`src/rtl/mul_final_adder_pipe_if.sv`:
```
// mul_final_adder_pipe_if: valid/ready bus between the Wallace-tree reduction stages, the
// final adder/normalizer and the rounding stage.
//   InValid/InReady/SumRow/CarryRow   : upstream transfer of one reduced sum/carry pair
//   OutValid/OutReady                 : downstream transfer of one normalized result
//   Product/Mantissa/Guard/Round/
//   Sticky/ExpInc                     : result fields
// Modports: slave is the adder's view, master is the view of the surrounding logic.
interface mul_final_adder_pipe_if #(
    parameter int unsigned W = 48
) ();
    logic           InValid;
    logic           InReady;
    logic [W-1:0]   SumRow;
    logic [W-1:0]   CarryRow;
    logic           OutValid;
    logic           OutReady;
    logic [W-1:0]   Product;
    logic [W/2-1:0] Mantissa;
    logic           Guard;
    logic           Round;
    logic           Sticky;
    logic           ExpInc;

    modport slave (
        input  InValid, SumRow, CarryRow, OutReady,
        output InReady, OutValid, Product, Mantissa, Guard, Round, Sticky, ExpInc
    );

    modport master (
        output InValid, SumRow, CarryRow, OutReady,
        input  InReady, OutValid, Product, Mantissa, Guard, Round, Sticky, ExpInc
    );
endinterface

```
`src/rtl/mul_final_adder_pipe.sv`:
```
// mul_final_adder_pipe: two-stage carry-propagate adder and normalizer for the mantissa
// multiplier. Stage 1 adds the low LO bits of the sum/carry rows and keeps the high slices;
// stage 2 finishes the high slice with the low carry, normalizes, and holds the result.
// Ports:
//   Clk   : rising-edge clock
//   Reset : synchronous active-high reset, empties the pipe and clears all registers
//   bus   : slave side of mul_final_adder_pipe_if (input pair handshake, result handshake)
module mul_final_adder_pipe #(
    parameter int unsigned W  = 48,
    parameter int unsigned LO = 24
) (
    input logic                   Clk,
    input logic                   Reset,
    mul_final_adder_pipe_if.slave bus
);
    localparam int unsigned H  = W / 2;
    localparam int unsigned HI = W - LO;

    logic          v1_q, v2_q;
    logic          adv1, adv2, in_ready;

    // Stage 1 registers
    logic          c1_q;
    logic [LO-1:0] s1lo_q;
    logic [HI-1:0] hi_s_q, hi_c_q;
    logic [LO:0]   lo_sum;

    // Stage 2 (output) registers and their next-state values
    logic [HI-1:0] hi_sum;
    logic [W-1:0]  prod_d, prod_q;
    logic [H-1:0]  mant_d, mant_q;
    logic          guard_d, guard_q;
    logic          round_d, round_q;
    logic          sticky_d, sticky_q;
    logic          exp_inc_d, exp_inc_q;

    always_comb begin
        adv2     = v1_q && (!v2_q || bus.OutReady);
        // Stage 1 frees up in the same cycle it hands over, so no bubble under full flow.
        in_ready = !Reset && (!v1_q || adv2);
        adv1     = bus.InValid && in_ready;
        lo_sum   = {1'b0, bus.SumRow[LO-1:0]} + {1'b0, bus.CarryRow[LO-1:0]};
    end

    always_comb begin
        // Carry out of the top bit is dropped: result is modulo 2^W.
        hi_sum    = hi_s_q + hi_c_q + {{(HI-1){1'b0}}, c1_q};
        prod_d    = {hi_sum, s1lo_q};
        exp_inc_d = prod_d[W-1];
        if (prod_d[W-1]) begin
            mant_d   = prod_d[W-1:H];
            guard_d  = prod_d[H-1];
            round_d  = prod_d[H-2];
            sticky_d = |prod_d[H-3:0];
        end else begin
            mant_d   = prod_d[W-2:H-1];
            guard_d  = prod_d[H-2];
            round_d  = prod_d[H-3];
            sticky_d = |prod_d[H-4:0];
        end
    end

    always_ff @(posedge Clk) begin
        if (Reset) begin
            v1_q      <= 1'b0;
            v2_q      <= 1'b0;
            c1_q      <= 1'b0;
            s1lo_q    <= '0;
            hi_s_q    <= '0;
            hi_c_q    <= '0;
            prod_q    <= '0;
            mant_q    <= '0;
            guard_q   <= 1'b0;
            round_q   <= 1'b0;
            sticky_q  <= 1'b0;
            exp_inc_q <= 1'b0;
        end else begin
            v1_q <= adv1 | (v1_q & ~adv2);
            v2_q <= adv2 | (v2_q & ~bus.OutReady);
            if (adv1) begin
                c1_q   <= lo_sum[LO];
                s1lo_q <= lo_sum[LO-1:0];
                hi_s_q <= bus.SumRow[W-1:LO];
                hi_c_q <= bus.CarryRow[W-1:LO];
            end
            if (adv2) begin
                prod_q    <= prod_d;
                mant_q    <= mant_d;
                guard_q   <= guard_d;
                round_q   <= round_d;
                sticky_q  <= sticky_d;
                exp_inc_q <= exp_inc_d;
            end
        end
    end

    assign bus.InReady  = in_ready;
    assign bus.OutValid = v2_q;
    assign bus.Product  = prod_q;
    assign bus.Mantissa = mant_q;
    assign bus.Guard    = guard_q;
    assign bus.Round    = round_q;
    assign bus.Sticky   = sticky_q;
    assign bus.ExpInc   = exp_inc_q;
endmodule

```
`src/flat_wrapper.sv`:
```
// flat-port wrapper written by rule: the top's interface ports become plain ports
module mul_final_adder_pipe_flat 
#(
    parameter int unsigned W  = 48,
    parameter int unsigned LO = 24
)
  (Clk, Reset, bus_InValid, bus_SumRow, bus_CarryRow, bus_OutReady, bus_InReady, bus_OutValid, bus_Product, bus_Mantissa, bus_Guard, bus_Round, bus_Sticky, bus_ExpInc);
  mul_final_adder_pipe_if #(.W(W)) bus_i ();
  input logic Clk;
  input logic Reset;
  input wire logic [$bits(bus_i.InValid)-1:0] bus_InValid;
  input wire logic [$bits(bus_i.SumRow)-1:0] bus_SumRow;
  input wire logic [$bits(bus_i.CarryRow)-1:0] bus_CarryRow;
  input wire logic [$bits(bus_i.OutReady)-1:0] bus_OutReady;
  output wire logic [$bits(bus_i.InReady)-1:0] bus_InReady;
  output wire logic [$bits(bus_i.OutValid)-1:0] bus_OutValid;
  output wire logic [$bits(bus_i.Product)-1:0] bus_Product;
  output wire logic [$bits(bus_i.Mantissa)-1:0] bus_Mantissa;
  output wire logic [$bits(bus_i.Guard)-1:0] bus_Guard;
  output wire logic [$bits(bus_i.Round)-1:0] bus_Round;
  output wire logic [$bits(bus_i.Sticky)-1:0] bus_Sticky;
  output wire logic [$bits(bus_i.ExpInc)-1:0] bus_ExpInc;
  assign bus_i.InValid = bus_InValid;
  assign bus_i.SumRow = bus_SumRow;
  assign bus_i.CarryRow = bus_CarryRow;
  assign bus_i.OutReady = bus_OutReady;
  assign bus_InReady = bus_i.InReady;
  assign bus_OutValid = bus_i.OutValid;
  assign bus_Product = bus_i.Product;
  assign bus_Mantissa = bus_i.Mantissa;
  assign bus_Guard = bus_i.Guard;
  assign bus_Round = bus_i.Round;
  assign bus_Sticky = bus_i.Sticky;
  assign bus_ExpInc = bus_i.ExpInc;
  mul_final_adder_pipe #(.W(W), .LO(LO)) u_core (.Clk(Clk), .Reset(Reset), .bus(bus_i));
endmodule
```
`config.mk`:
```
export PLATFORM = sky130hd
export DESIGN_NAME = mul_final_adder_pipe_flat
export DESIGN_NICKNAME = d
export VERILOG_FILES = /design/src/rtl/mul_final_adder_pipe_if.sv /design/src/rtl/mul_final_adder_pipe.sv /design/src/flat_wrapper.sv
export SDC_FILE = /design/constraint.sdc
export NUM_CORES = 1
export LEC_CHECK = 0
export ABC_AREA = 1
export ABC_CLOCK_PERIOD_IN_PS = 4600
export CORE_ASPECT_RATIO = 0.5
export CORE_MARGIN = 1
export CORE_UTILIZATION = 35
export CTS_CLUSTER_SIZE = 20
export DETAILED_ROUTE_END_ITERATION = 10
export GPL_ROUTABILITY_DRIVEN = 0
export PLACE_DENSITY = 0.65
export SLEW_MARGIN = 5
export SYNTH_ARGS = -nofsm -noshare
export SYNTH_HDL_FRONTEND = slang
export SYNTH_SLANG_ARGS = --single-unit
```
`constraint.sdc`:
```
create_clock -name Clk -period 4.6 [get_ports Clk]
set_input_delay 1.15 -clock Clk [delete_from_list [all_inputs] [get_ports Clk]]
set_output_delay 1.15 -clock Clk [all_outputs]
set_load 0.03 [all_outputs]
```
==> metrics, run 1 <==
status=finished, final reports clean; HP Class=flop to flop; peak supply drop=0.207 mV; Synthesized Nets=1395; total CTS buffers=17; share of the synthesized area in the top cell type=0.355; CTS tree=built; kind of critical path=input pin to output pin; Synth cell types=41; Port Buffer Count=177; Final period util=0.719; Final Hold Fails=0; Seq/Total Area, Yosys=0.355; later-pin clock latency in the skew report=0.43 ns; RSZ-0062 raised after global routing=false; MaxCap Viol Count=0; main flop type after synthesis=dfxtp_1; met2 Use GR=0.358; most common cell after layout, fill and taps aside=nand2_1; first-pass GRT wire length=39.9 mm; Routed WL=24.5 mm; post-detailed-route wirelength per cell=14.3 µm; Site Rows=39; CP arrival=2.16 ns; largest stage delay on the critical path=0.40 ns; CP Max Fanout=3; vias per cell=4.94; P&R area growth vs syn=30.5%; Cells after Synth=1246; fin nets=1548; Synth area leader=dfxtp_1; Worst path slowest cell=clkdlybuf4s50_1; Worst EP required=3.45 ns; Congestion Overflow GR=0; Worst setup EP type=output pin; Pre-antenna DRT Iters=5; gr usage total=0.199; starting density of the core=0.364; sum of buffers and inverters on the critical path=5; Avg Inst Size Synth=6.78 µm²; non-filler cells in the finished layout=1718; synthesized cell area=0.00845 mm²; leading post-synthesis cells by cell area=dfxtp_1 (36%), nand2_1 (16%), o21ai_0 (7.8%), ha_1 (6.8%), inv_1 (6.1%); met1 global-route usage=0.241; Critical Path Source Type=input pin; Core Area=0.0232 mm²; EDFF count, synth=0; Worst-path clk slew=0.06 ns; Setup Fix Bufs, Post-CTS=0; initial drt markers=598; Final Slew Violations=0; htree depth=4; Setup-failing EPs final=0; DRC=0; PwrDens=348 mW/mm²; share of layout cells above drive strength 1=0.0595; Vias=8482; full die area=0.0248 mm²; fraction of registers with async set/reset=0; Antenna Violating Nets Remaining=0; Max Clock Skew=0.0124 ns; global routing's busiest layer=met2; Global Route met3 Usage=0.0406; Slew headroom=0.215; setup TNS=0 ns; FF+latch count, synth=150; antenna violations before repair=0; Slew @ Worst Pin=1.18 ns; largest net degree at the start of global routing=122; Final HPWL DP=18.9 mm; Resize count post-CTS=0; FILL cells=2316; ant diodes=0; static leakage=4.89 nW; Ys Warns=0; crit-path cells=clkdlybuf4s50_1 > inv_1 > nand2_1 > nor2_1 > inv_1 > nand2_1 > inv_1 > buf_4; die width=222 µm; Root Driver=clkbuf_16; Top cell by count, worst path=inv_1; Clock Tree Buf Depth=2; commonest non-fill, non-tap cells in the layout=nand2_1 (361), clkdlybuf4s50_1 (176), dfxtp_1 (150); placed cells=1687; Hold Buf Count CTS=0; io pins=178; Worst path top cell family by delay=buffers and inverters; Sink Count=150; vias in the first global route=8081; crit path time final=3.31 ns; Die H=112 µm; Max Clock Freq=0.302 GHz
==> metrics by stage <==
step	utilization	total power [mW]	area, µm²	hold WS, ns	setup slack, ns
after floorplan	-	2.09	8450	0.439	1.86
after global placement	0.449	2.43	10400	0.458	1.22
after detailed placement	0.449	2.44	10400	0.459	1.18
after CTS	0.475	3.87	11000	0.469	1.29
after global routing	0.475	4.04	11000	0.487	1.22
final	0.475	3.84	11000	0.467	1.29
==> kinds of logic (layout without fill, tap and decap cells) <==
logic type      Yosys count  after routing  synth area share
simple gates            562            562             0.280
flops                   150            150             0.355
xor+xnor                 17             17            0.0176
buf+inv                 189            354            0.0887
compound gates          279            279             0.183
fa+ha+maj                49             49            0.0752
==> registers in the layout, indices dropped and copies added, names as in the netlist, 24 cells and up <==
name	flops
u_core.hi_s_q	24
u_core.bus.Mantissa	24
u_core.hi_c_q	24
u_core.bus.Product	47
u_core.s1lo_q	24
==> layout make-up <==
cell class                      instances  area (µm²)  share of cell area
Timing Repair Buffer                  184        1820               0.165
Tap cell                              307         384              0.0348
Clock buffer                           19         443              0.0401
Sequential cell                       150        3000               0.272
Clock inverter                         12         153              0.0138
Multi-Input combinational cell        907        4710               0.427
Inverter                              139         522              0.0473
==> path summary, 6_finish.rpt <==
path	start	end	slack (ns)	cells after the start
setup / recovery	bus_OutReady	bus_InReady	1.29	8
hold / removal	u_core.bus.Mantissa[3]	u_core.bus.Mantissa[3]	0.47	2
setup reg to reg	u_core.hi_c_q[0]	u_core.bus.Mantissa[18]	1.86	12
hold reg to reg	u_core.bus.Mantissa[3]	u_core.bus.Mantissa[3]	0.47	2
==> tightest hold or removal path, delay by kind of cell, from the launching register on <==
kind               cells  cell delay (ns)
DFF                    1             0.31
and+or+nand+nor        1             0.06
AOI/OAI and AO/OA      1             0.06
==> layer usage <==
metal | wire length [µm] | up-vias
met5 | 0 | -
met4 | 377 | 0
met3 | 1040 | 26
met2 | 12200 | 202
met1 | 10900 | 3875
li1 | - | 4379
==> cell usage after synthesis, types with 2 or more instances <==
library cell and number:
nand2_1 361, dfxtp_1 150, inv_1 137, o21ai_0 131, a21oi_1 92, nor2_1 77, nand3_1 61, ha_1 46
clkbuf_1 33, o211ai_1 18, nand4_1 16, xnor2_1 13, a21oi_2 11, nand2_2 11, buf_1 8, o21bai_1 8
nor3_1 7, or2_2 7, nand3_2 6, nor4_1 6, buf_2 4, o31ai_1 4, xor2_1 4, a21boi_0 3
a21o_1 3, a31o_2 3, buf_4 3, fa_1 3, nand3b_1 3, o21ai_1 3, inv_2 2, nor2_2 2
or2_1 2
==> where the power goes <==
group	internal, mW	total (mW)	switching (mW)	leakage (nW)
Combinational	0.372	0.944	0.571	3.37
Sequential	1.41	1.48	0.0656	1.24
Clock	0.864	1.42	0.554	0.282
Total	2.65	3.84	1.19	4.89
Note: power is estimated with default switching activity, not from simulation.
==> run 2, diff against run 1 <==
Settings changed: ABC_CLOCK_PERIOD_IN_PS 4600 to 3250.
Clock period 4.6 ns to 3.25 ns, I/O delays scaled along.
==> run 2 against run 1 <==
  * Sequential power rose by 41%
  * Cell count increased by 0.17%
  * Combinational power is 43% higher
  * Global-route usage rose by 0.35 points
  * Via count grew 0.22%
  * Highest routed layer unchanged
  * Clock skew is 0.0022 ns lower
  * Die area did not move
  * Total power up 42%
  * Non-clock buffer count is 2 higher
  * Critical path depth increased by 1
==> metrics, run 2 (synthesized netlist as in run 1, its figures left out) <==
Port Buffer Count=177 (unchanged); ant diodes=0 (unchanged); max FFs per register=47 (unchanged); setup TNS=0 ns (unchanged); combinational share of power=0.248 (+0.002); Worst path top cell family by delay=compound AO/OA/AOI/OAI gates; Final HPWL DP=18.9 mm (about the same); FILL cells=2350 (+1.5%); vias per cell=4.94 (about the same); CP endpoint=u_core.s1lo_q[10]; Setup-failing EPs final=0 (unchanged); htree depth=4 (unchanged); P&R area growth vs syn=31.2%; Resize count post-CTS=0 (unchanged); Pre-antenna DRT Iters=5 (unchanged); Worst EP required=3.55 ns (+0.10 ns); most common cell after layout, fill and taps aside=nand2_1; Die H=112 µm (unchanged); CP Max Fanout=4 (+1); largest net degree at the start of global routing=122 (unchanged); Vias=8501 (+0.22%); crit-path cells=clkdlybuf4s50_1 > ha_1 > fa_1 > nand3_1 > nand2_1 > a21oi_1 > o21ai_0 > o21ai_0 > o31ai_1; Worst setup EP type=flop; Final period util=0.815; CP arrival=2.95 ns (+0.79 ns); r2r setup slk=0.72 ns (-1.14 ns); MaxCap Viol Count=0 (unchanged); PwrDens=490 mW/mm² (+41%); share of layout cells above drive strength 1=0.0608 (+0.00129); Slew headroom=0.635 (+0.420); Top cell by count, worst path=o21ai_0; die width=222 µm (unchanged); Final Hold Fails=0 (unchanged); Max Clock Freq=0.377 GHz; Crit path depth=9 (+1); r2r endpoint=u_core.bus.Product[44]; fin nets=1550 (+0.13%); total CTS buffers=17 (unchanged); Hold Buf Count CTS=0 (unchanged); status=finished, final reports clean; Clock Tree Buf Depth=2 (unchanged); Flop pwr share=0.384 (about the same); RSZ-0062 raised after global routing=false; Int Pwr=3.73 mW (+41%); commonest non-fill, non-tap cells in the layout=nand2_1 (361), clkdlybuf4s50_1 (176), dfxtp_1 (150); antenna violations before repair=0 (unchanged); static leakage=4.91 nW (+0.38%); Sink Count=150 (unchanged); Antenna Violating Nets Remaining=0 (unchanged); R2R depth=13 (+1); gr usage total=0.203 (+0.00346); sum of buffers and inverters on the critical path=1 (-4); HP Class=flop to flop; peak supply drop=0.345 mV (+67%); Root Driver=clkbuf_16; Critical Path Source Type=input pin; later-pin clock latency in the skew report=0.43 ns (about the same); total power=5.44 mW (+42%); Switching Share=0.313 (+0.00254); largest stage delay on the critical path=0.45 ns (+0.05 ns); worst r2r src=u_core.hi_c_q[0]; Core Area=0.0232 mm² (unchanged); Final Slew Violations=0 (unchanged); Worst path slowest cell=fa_1; full die area=0.0248 mm² (unchanged); kind of critical path=input pin to flop; Hold Path Depth=2 (unchanged); starting density of the core=0.364 (unchanged); DRC=0 (unchanged); Max Clock Skew=0.0102 ns (-0.00217 ns); io pins=178 (unchanged); Site Rows=39 (unchanged); Routed WL=24.5 mm (-0.11%); crit path time final=2.65 ns; Slew @ Worst Pin=0.547 ns (-0.631 ns); first-pass GRT wire length=40.4 mm (+1.2%); Congestion Overflow GR=0 (unchanged); Psw=1.70 mW (+43%); Worst-path clk slew=0.07 ns (about the same); post-detailed-route wirelength per cell=14.2 µm (-0.29%); vias in the first global route=8249 (+2.1%); Clk pwr share=0.368 (-0.002); Setup Fix Bufs, Post-CTS=0 (unchanged); CTS tree=built; initial drt markers=574 (-4.0%); CP startpoint=bus_CarryRow[0]
[run 2: power groups by stage]
stage                     clock network [mW]  registers, mW  logic, mW
after floorplan                            0           2.24      0.717
final                                   2.00           2.09       1.35
after global placement                     0           2.13       1.33
after global routing                    2.13           2.11       1.49
after detailed placement                   0           2.13       1.34
after CTS                               2.04           2.09       1.35
[run 2: cell type report]
cell class | count | area (µm²) | share of cell area
multi-input combinational | 907 | 4710 | 0.424
sequential | 150 | 3000 | 0.271
timing repair buffer | 186 | 1890 | 0.170
inverter | 139 | 522 | 0.0470
clock buffer | 19 | 433 | 0.0390
tap | 307 | 384 | 0.0346
clock inverter | 13 | 156 | 0.0141
[run 2: worst min-delay path by stage]
| stage | slack, ns | end | start |
|---|---|---|---|
| 2_1_floorplan | 0.44 | u_core.bus.Product[20] | u_core.s1lo_q[20] |
| 3_3_place_gp | 0.46 | u_core.bus.Mantissa[3] | u_core.bus.Mantissa[3] |
| 3_5_place_dp | 0.46 | u_core.bus.Mantissa[3] | u_core.bus.Mantissa[3] |
| 4_1_cts | 0.47 | u_core.bus.Mantissa[3] | u_core.bus.Mantissa[3] |
| 5_1_grt | 0.49 | u_core.bus.Mantissa[1] | u_core.bus.Mantissa[1] |
| 6_report | 0.47 | u_core.bus.Mantissa[3] | u_core.bus.Mantissa[3] |
[run 2: layer usage]
metal  track usage  vias up  routed length, µm
met5             0        -                  0
met4        0.0653        0                499
met3        0.0406       34                951
met2         0.360      181              12000
li1              -     4390                  -
met1         0.246     3896              11000
[run 2: through the flow]
stage | hold slack (ns) | setup WS [ns] | utilization | std cells | instance area [µm²]
after floorplan | 0.439 | 0.872 | - | 1246 | 8450
after global placement | 0.458 | 0.233 | 0.452 | 1689 | 10500
after detailed placement | 0.457 | 0.193 | 0.452 | 1689 | 10500
after CTS | 0.468 | 0.601 | 0.478 | 1721 | 11100
after global routing | 0.490 | 0.370 | 0.478 | 1721 | 11100
final | 0.467 | 0.601 | 0.478 | 1721 | 11100
[run 2: worst min-delay path, cell delays in order, from the launching register on]
cell     delay [ns]
dfxtp_1        0.31
nand2_1        0.06
a21oi_1        0.05
